<file path="src/rtl/fxp24s_shift_arbiter.sv">
// Purpose: round-robin arbiter sharing one fxp24s variable shifter between N_REQ requesters.
// Latency: 1 cycle, transfer at edge k gives a registered result after edge k.
// Backpressure: no request is granted while out_valid & !out_ready; a drain and a reload can happen in the same cycle.
//
// Ports:
//   clk, rst              - single clock, synchronous active-high reset
//   req_valid/req_ready   - per-requester handshake, req_ready one-hot or zero
//   req_data/req_shift    - packed per-requester operand and shift amount, 24 bits each
//   req_sign              - per-requester direction, 0 = left, 1 = arithmetic right
//   out_valid/out_ready   - result handshake
//   out_data/out_id       - registered shift result and index of the requester that produced it
module fxp24s_shift_arbiter #(
    parameter int N_REQ = 4,
    parameter int ID_W  = 2
) (
    input  logic                  clk,
    input  logic                  rst,
    input  logic [N_REQ-1:0]      req_valid,
    output logic [N_REQ-1:0]      req_ready,
    input  logic [N_REQ*24-1:0]   req_data,
    input  logic [N_REQ*24-1:0]   req_shift,
    input  logic [N_REQ-1:0]      req_sign,
    output logic                  out_valid,
    input  logic                  out_ready,
    output logic [23:0]           out_data,
    output logic [ID_W-1:0]       out_id
);

    // One extra bit so index sums can be compared against N_REQ before wrapping.
    localparam int SW = ID_W + 1;

    logic [ID_W-1:0]    rr_ptr;
    logic [ID_W-1:0]    win_id;
    logic [ID_W-1:0]    nxt_ptr;
    logic               found;
    logic               can_accept;
    logic               xfer;
    logic [2*N_REQ-1:0] rot2;
    logic [SW-1:0]      sum;
    logic [SW-1:0]      nsum;

    logic [23:0]        sel_d;
    logic [23:0]        sel_s;
    logic               sel_r;
    logic [23:0]        t;
    logic [23:0]        shift_res;

    // Rotate the request vector so that bit 0 is the requester at rr_ptr;
    // the first set bit j then names requester (rr_ptr + j) mod N_REQ.
    always_comb begin
        rot2   = {req_valid, req_valid} >> rr_ptr;
        found  = 1'b0;
        win_id = '0;
        sum    = '0;
        for (int j = 0; j < N_REQ; j++) begin
            if (!found && rot2[j]) begin
                found = 1'b1;
                sum   = {1'b0, rr_ptr} + SW'(j);
                if (sum >= SW'(N_REQ)) begin
                    sum = sum - SW'(N_REQ);
                end
                win_id = sum[ID_W-1:0];
            end
        end
    end

    // Pointer moves to the requester just after the winner, wrapping at N_REQ.
    always_comb begin
        nsum = {1'b0, win_id} + SW'(1);
        if (nsum >= SW'(N_REQ)) begin
            nsum = '0;
        end
        nxt_ptr = nsum[ID_W-1:0];
    end

    assign can_accept = !out_valid || out_ready;
    // Held low in reset so no handshake is seen while the output stage is cleared.
    assign xfer       = found && can_accept && !rst;
    assign req_ready  = xfer ? (N_REQ'(1) << win_id) : '0;

    // Operand mux for the winning requester.
    always_comb begin
        sel_d = '0;
        sel_s = '0;
        sel_r = 1'b0;
        for (int i = 0; i < N_REQ; i++) begin
            if (win_id == ID_W'(i)) begin
                sel_d = req_data[24*i +: 24];
                sel_s = req_shift[24*i +: 24];
                sel_r = req_sign[i];
            end
        end
    end

    // Shift amounts of 32 or more flush to zero, including the sign bit.
    // Otherwise the input sign bit is always kept, even when a left shift
    // would have pushed a different value into bit 23.
    always_comb begin
        t         = '0;
        shift_res = '0;
        if (|sel_s[23:5]) begin
            shift_res = '0;
        end else begin
            if (sel_r) begin
                t = $signed(sel_d) >>> sel_s[4:0];
            end else begin
                t = sel_d << sel_s[4:0];
            end
            shift_res = {sel_d[23], t[22:0]};
        end
    end

    always_ff @(posedge clk) begin
        if (rst) begin
            out_valid <= 1'b0;
            out_data  <= '0;
            out_id    <= '0;
            rr_ptr    <= '0;
        end else begin
            if (xfer) begin
                out_valid <= 1'b1;
                out_data  <= shift_res;
                out_id    <= win_id;
                rr_ptr    <= nxt_ptr;
            end else if (out_ready) begin
                out_valid <= 1'b0;
            end
        end
    end

endmodule

</file>
<file path="config.mk">
export PLATFORM = sky130hd
export DESIGN_NAME = fxp24s_shift_arbiter
export DESIGN_NICKNAME = d
export VERILOG_FILES = /design/src/rtl/fxp24s_shift_arbiter.sv
export SDC_FILE = /design/constraint.sdc
export NUM_CORES = 1
export LEC_CHECK = 0
export BUFFER_PORTS_ARGS = -buffer_cell sky130_fd_sc_hd__buf_2
export CAP_MARGIN = 10
export CORE_MARGIN = 10
export CORE_UTILIZATION = 47
export CTS_CLUSTER_DIAMETER = 60
export DETAILED_ROUTE_END_ITERATION = 16
export GPL_TIMING_DRIVEN = 0
export PLACE_DENSITY = 0.83
export SLEW_MARGIN = 30
export SYNTH_ARGS = -nofsm -noshare
export SYNTH_HDL_FRONTEND = slang
export SYNTH_SLANG_ARGS = --single-unit
</file>
<file path="constraint.sdc">
create_clock -name clk -period 3.68 [get_ports clk]
set_input_delay 0.368 -clock clk [delete_from_list [all_inputs] [get_ports clk]]
set_output_delay 0.368 -clock clk [all_outputs]
set_load 0.005 [all_outputs]
</file>
==> out/qor.csv <==
metric;value;unit
Layout Nets;1122;
Post-Syn Nets;840;
Post-synth EDFFs;0;
Top FF cell, synth;dfxtp_1;
Final min period;3800;ps
sequential element share of the synthesized area;12.9;%
DRC;0;
crit end category;register;
period utilization;103;%
TritonCTS Buffers;5;
hold buffer count at CTS;0;
Slew Limit Fails;0;
Area growth syn-to-layout;70.6;%
register area;584;µm²
vias post-DR;8121;
Core ar.;9280;µm²
register bit total from synthesis;29;
post-synth top area share;12.9;%
hold_ws;445;ps
GRT Util Overall;34.7;%
num rows;35;
VDD IR max;503;µV
Antenna Violating Nets Remaining;0;
Slew headroom;42.7;%
max frequency;0.263;GHz
slew at the pin with the worst max-slew slack;851;ps
Die Wd;118;µm
status;complete, but fails checks;
FFs w/ async S/R, synth;0;%
clk buf depth;2;
cell count after synthesis;633;
Cell Pwr Density;914;nW/µm²
Tot Pwr;7000;µW
clk_lat worst skew;300;ps
Crit Path Category;register to register;
DIE HEIGHT;118;µm
routed wire length;31300;µm
starting density of the core;48.4;%
largest net degree at the start of global routing;11;
Leak;0.00309;µW
Data arrival, critical path;4040;ps
synth unique cells;78;
GRT overflow;0;
endpoints failing hold;0;
Critical Path RT;3910;ps
Worst Hold Class;primary input to register;
drt wl/cell;29.9;µm
syn_area_per_cell;7.09;µm²
I/O pin cnt;234;
design area;7660;µm²
share of post-route cells with drive strength above 1;58.3;%
final worst slack;-122;ps
H-tree Lvls;2;
root buffer cell;clkbuf_8;
fillcell total;587;
startpoint types;register;
Yosys top cell by area;dfxtp_1;
routability cong.;1.10;
port bufs;233;
max cap viols;0;
setup TNS;-923;ps
Via density;7.75;
area of the multi-input gates;4770;µm²
final setup vio count;19;
Cell Area, Synth;4490;µm²
Placed Area;5820;µm²
violated checks;negative setup slack;
vias in the first global route;6954;
Post-Route Skew;13.7;ps
clock sink count;29;
clock slew at reported path FFs;70;ps
HPWL after DPL;21100;µm
die area;13900;µm²
synth top area cells;dfxtp_1 13%, a21oi_1 6.5%, mux2i_1 5.1%;
First DRT Iteration DRCs;1541;
synth warn;0;
first-pass iteration count of the detailed router;6;
CTS tree;built;
crit-path max FO;10;
first-pass GRT wire length;39500;µm
initial antenna violation count;3;
==> layer usage <==
| layer | part of all wire, % | vias up | track usage (%) |
|---|---|---|---|
| met1 | 32 | 3616 | 40.4 |
| met2 | 43 | 1027 | 57.2 |
| met4 | 9.7 | 0 | 17.6 |
| met3 | 15 | 340 | 9.35 |
| li1 | - | 3138 | - |
| met5 | 0 | - | 0 |
==> Yosys cell counts (4+ instances only) <==
library cell / n
and2_1: 5
a31oi_1: 4
nor4_1: 24
nor2_1: 59
nand2_1: 42
a211o_1: 8
mux2i_1: 23
a211oi_1: 26
o2111ai_1: 6
nand3_1: 11
buf_2: 22
nor3_1: 32
nand4_1: 7
ha_1: 4
or2_2: 4
buf_6: 4
mux2_2: 6
a221oi_1: 24
nand2b_1: 4
a2bb2oi_1: 4
a221oi_2: 5
o21ai_0: 37
clkbuf_1: 22
dfxtp_1: 29
a21o_1: 5
o211ai_1: 12
buf_4: 12
a2111oi_0: 4
a22oi_1: 14
a21oi_1: 58
nor3_2: 7
inv_1: 4
a32oi_1: 4
o22ai_1: 30
==> final timing paths <==
| kind | cells after the start | slack [ps] | end | from |
|---|---|---|---|---|
| max | 15 | -120 | out_data[16] | rr_ptr[0] |
| min | 4 | 450 | out_valid | out_ready |
| max reg2reg | 15 | -120 | out_data[16] | rr_ptr[0] |
| min reg2reg | 1 | 460 | out_id[0] | out_id[0] |
==> area by class of cell <==
type                       count  share of cell area, %
inverter                       4                  0.196
tap                          129                   2.11
sequential                    29                   7.63
multi-input combinational    540                   62.2
buffer                        58                   6.12
clock buffer                   7                   1.26
antenna                        3                 0.0980
timing repair buffer         277                   20.3
clock inverter                 1                 0.0653
==> kinds of logic after synthesis <==
| group | synth area share [%] |
|---|---|
| buf+inv | 7.72 |
| simple gates | 23.7 |
| compound gates | 47.3 |
| mux | 7.24 |
| flops | 12.9 |
| fa+ha+maj | 1.11 |
==> sequential cells by signal (all words and copies together) (netlist names) <==
register   count
rr_ptr         2
out_valid      1
out_id         2
out_data      24
==> worst max-delay path, cell delays in order (launching register included) <==
cell,delay (ps)
dfxtp_1,400
inv_1,110
o21a_1,200
o22ai_2,260
inv_1,190
ha_4,240
inv_1,90
buf_2,240
o22ai_1,140
nor2_2,470
a21oi_1,290
o31ai_2,300
nor3_2,80
buf_4,160
a2111oi_4,380
a211o_1,160
==> power by group <==
| group | internal (µW) | switching [µW] |
|---|---|---|
| Clock | 169 | 134 |
| Sequential | 391 | 48.1 |
| Combinational | 2350 | 3910 |
==> cells in the final DEF (no fill, tap or decap), types with 13 or more instances in the layout <==
cell type,count
nor2_1,35
a21oi_1,37
buf_6,18
buf_4,47
nor3_1,14
nand2_1,38
nor4_1,19
o21ai_0,21
buf_2,238
a21oi_2,20
a221oi_2,13
o22ai_1,26
nor3_2,17
nor2_2,16
a211oi_2,15
dfxtp_1,28
==> metrics by stage <==
step / instances / utilization (%) / setup slack, ps
floorplan: 633 / - / 372
global placement: 995 / 62.7 / -667
detailed placement: 995 / 62.7 / -738
CTS: 1005 / 66.8 / -60.4
global route: 1048 / 82.5 / -230
finish: 1048 / 82.5 / -122
==> timing repair <==
action                                 in CTS  in global routing
gates resized for setup                    73                248
pin swaps                                   3                 44
setup endpoints to repair                  24                 24
buffers inserted                            3                 40
endpoints found under the hold margin       0                  0
cloned                                      0                  2
No activity file was read; power rests on OpenSTA's default activity.
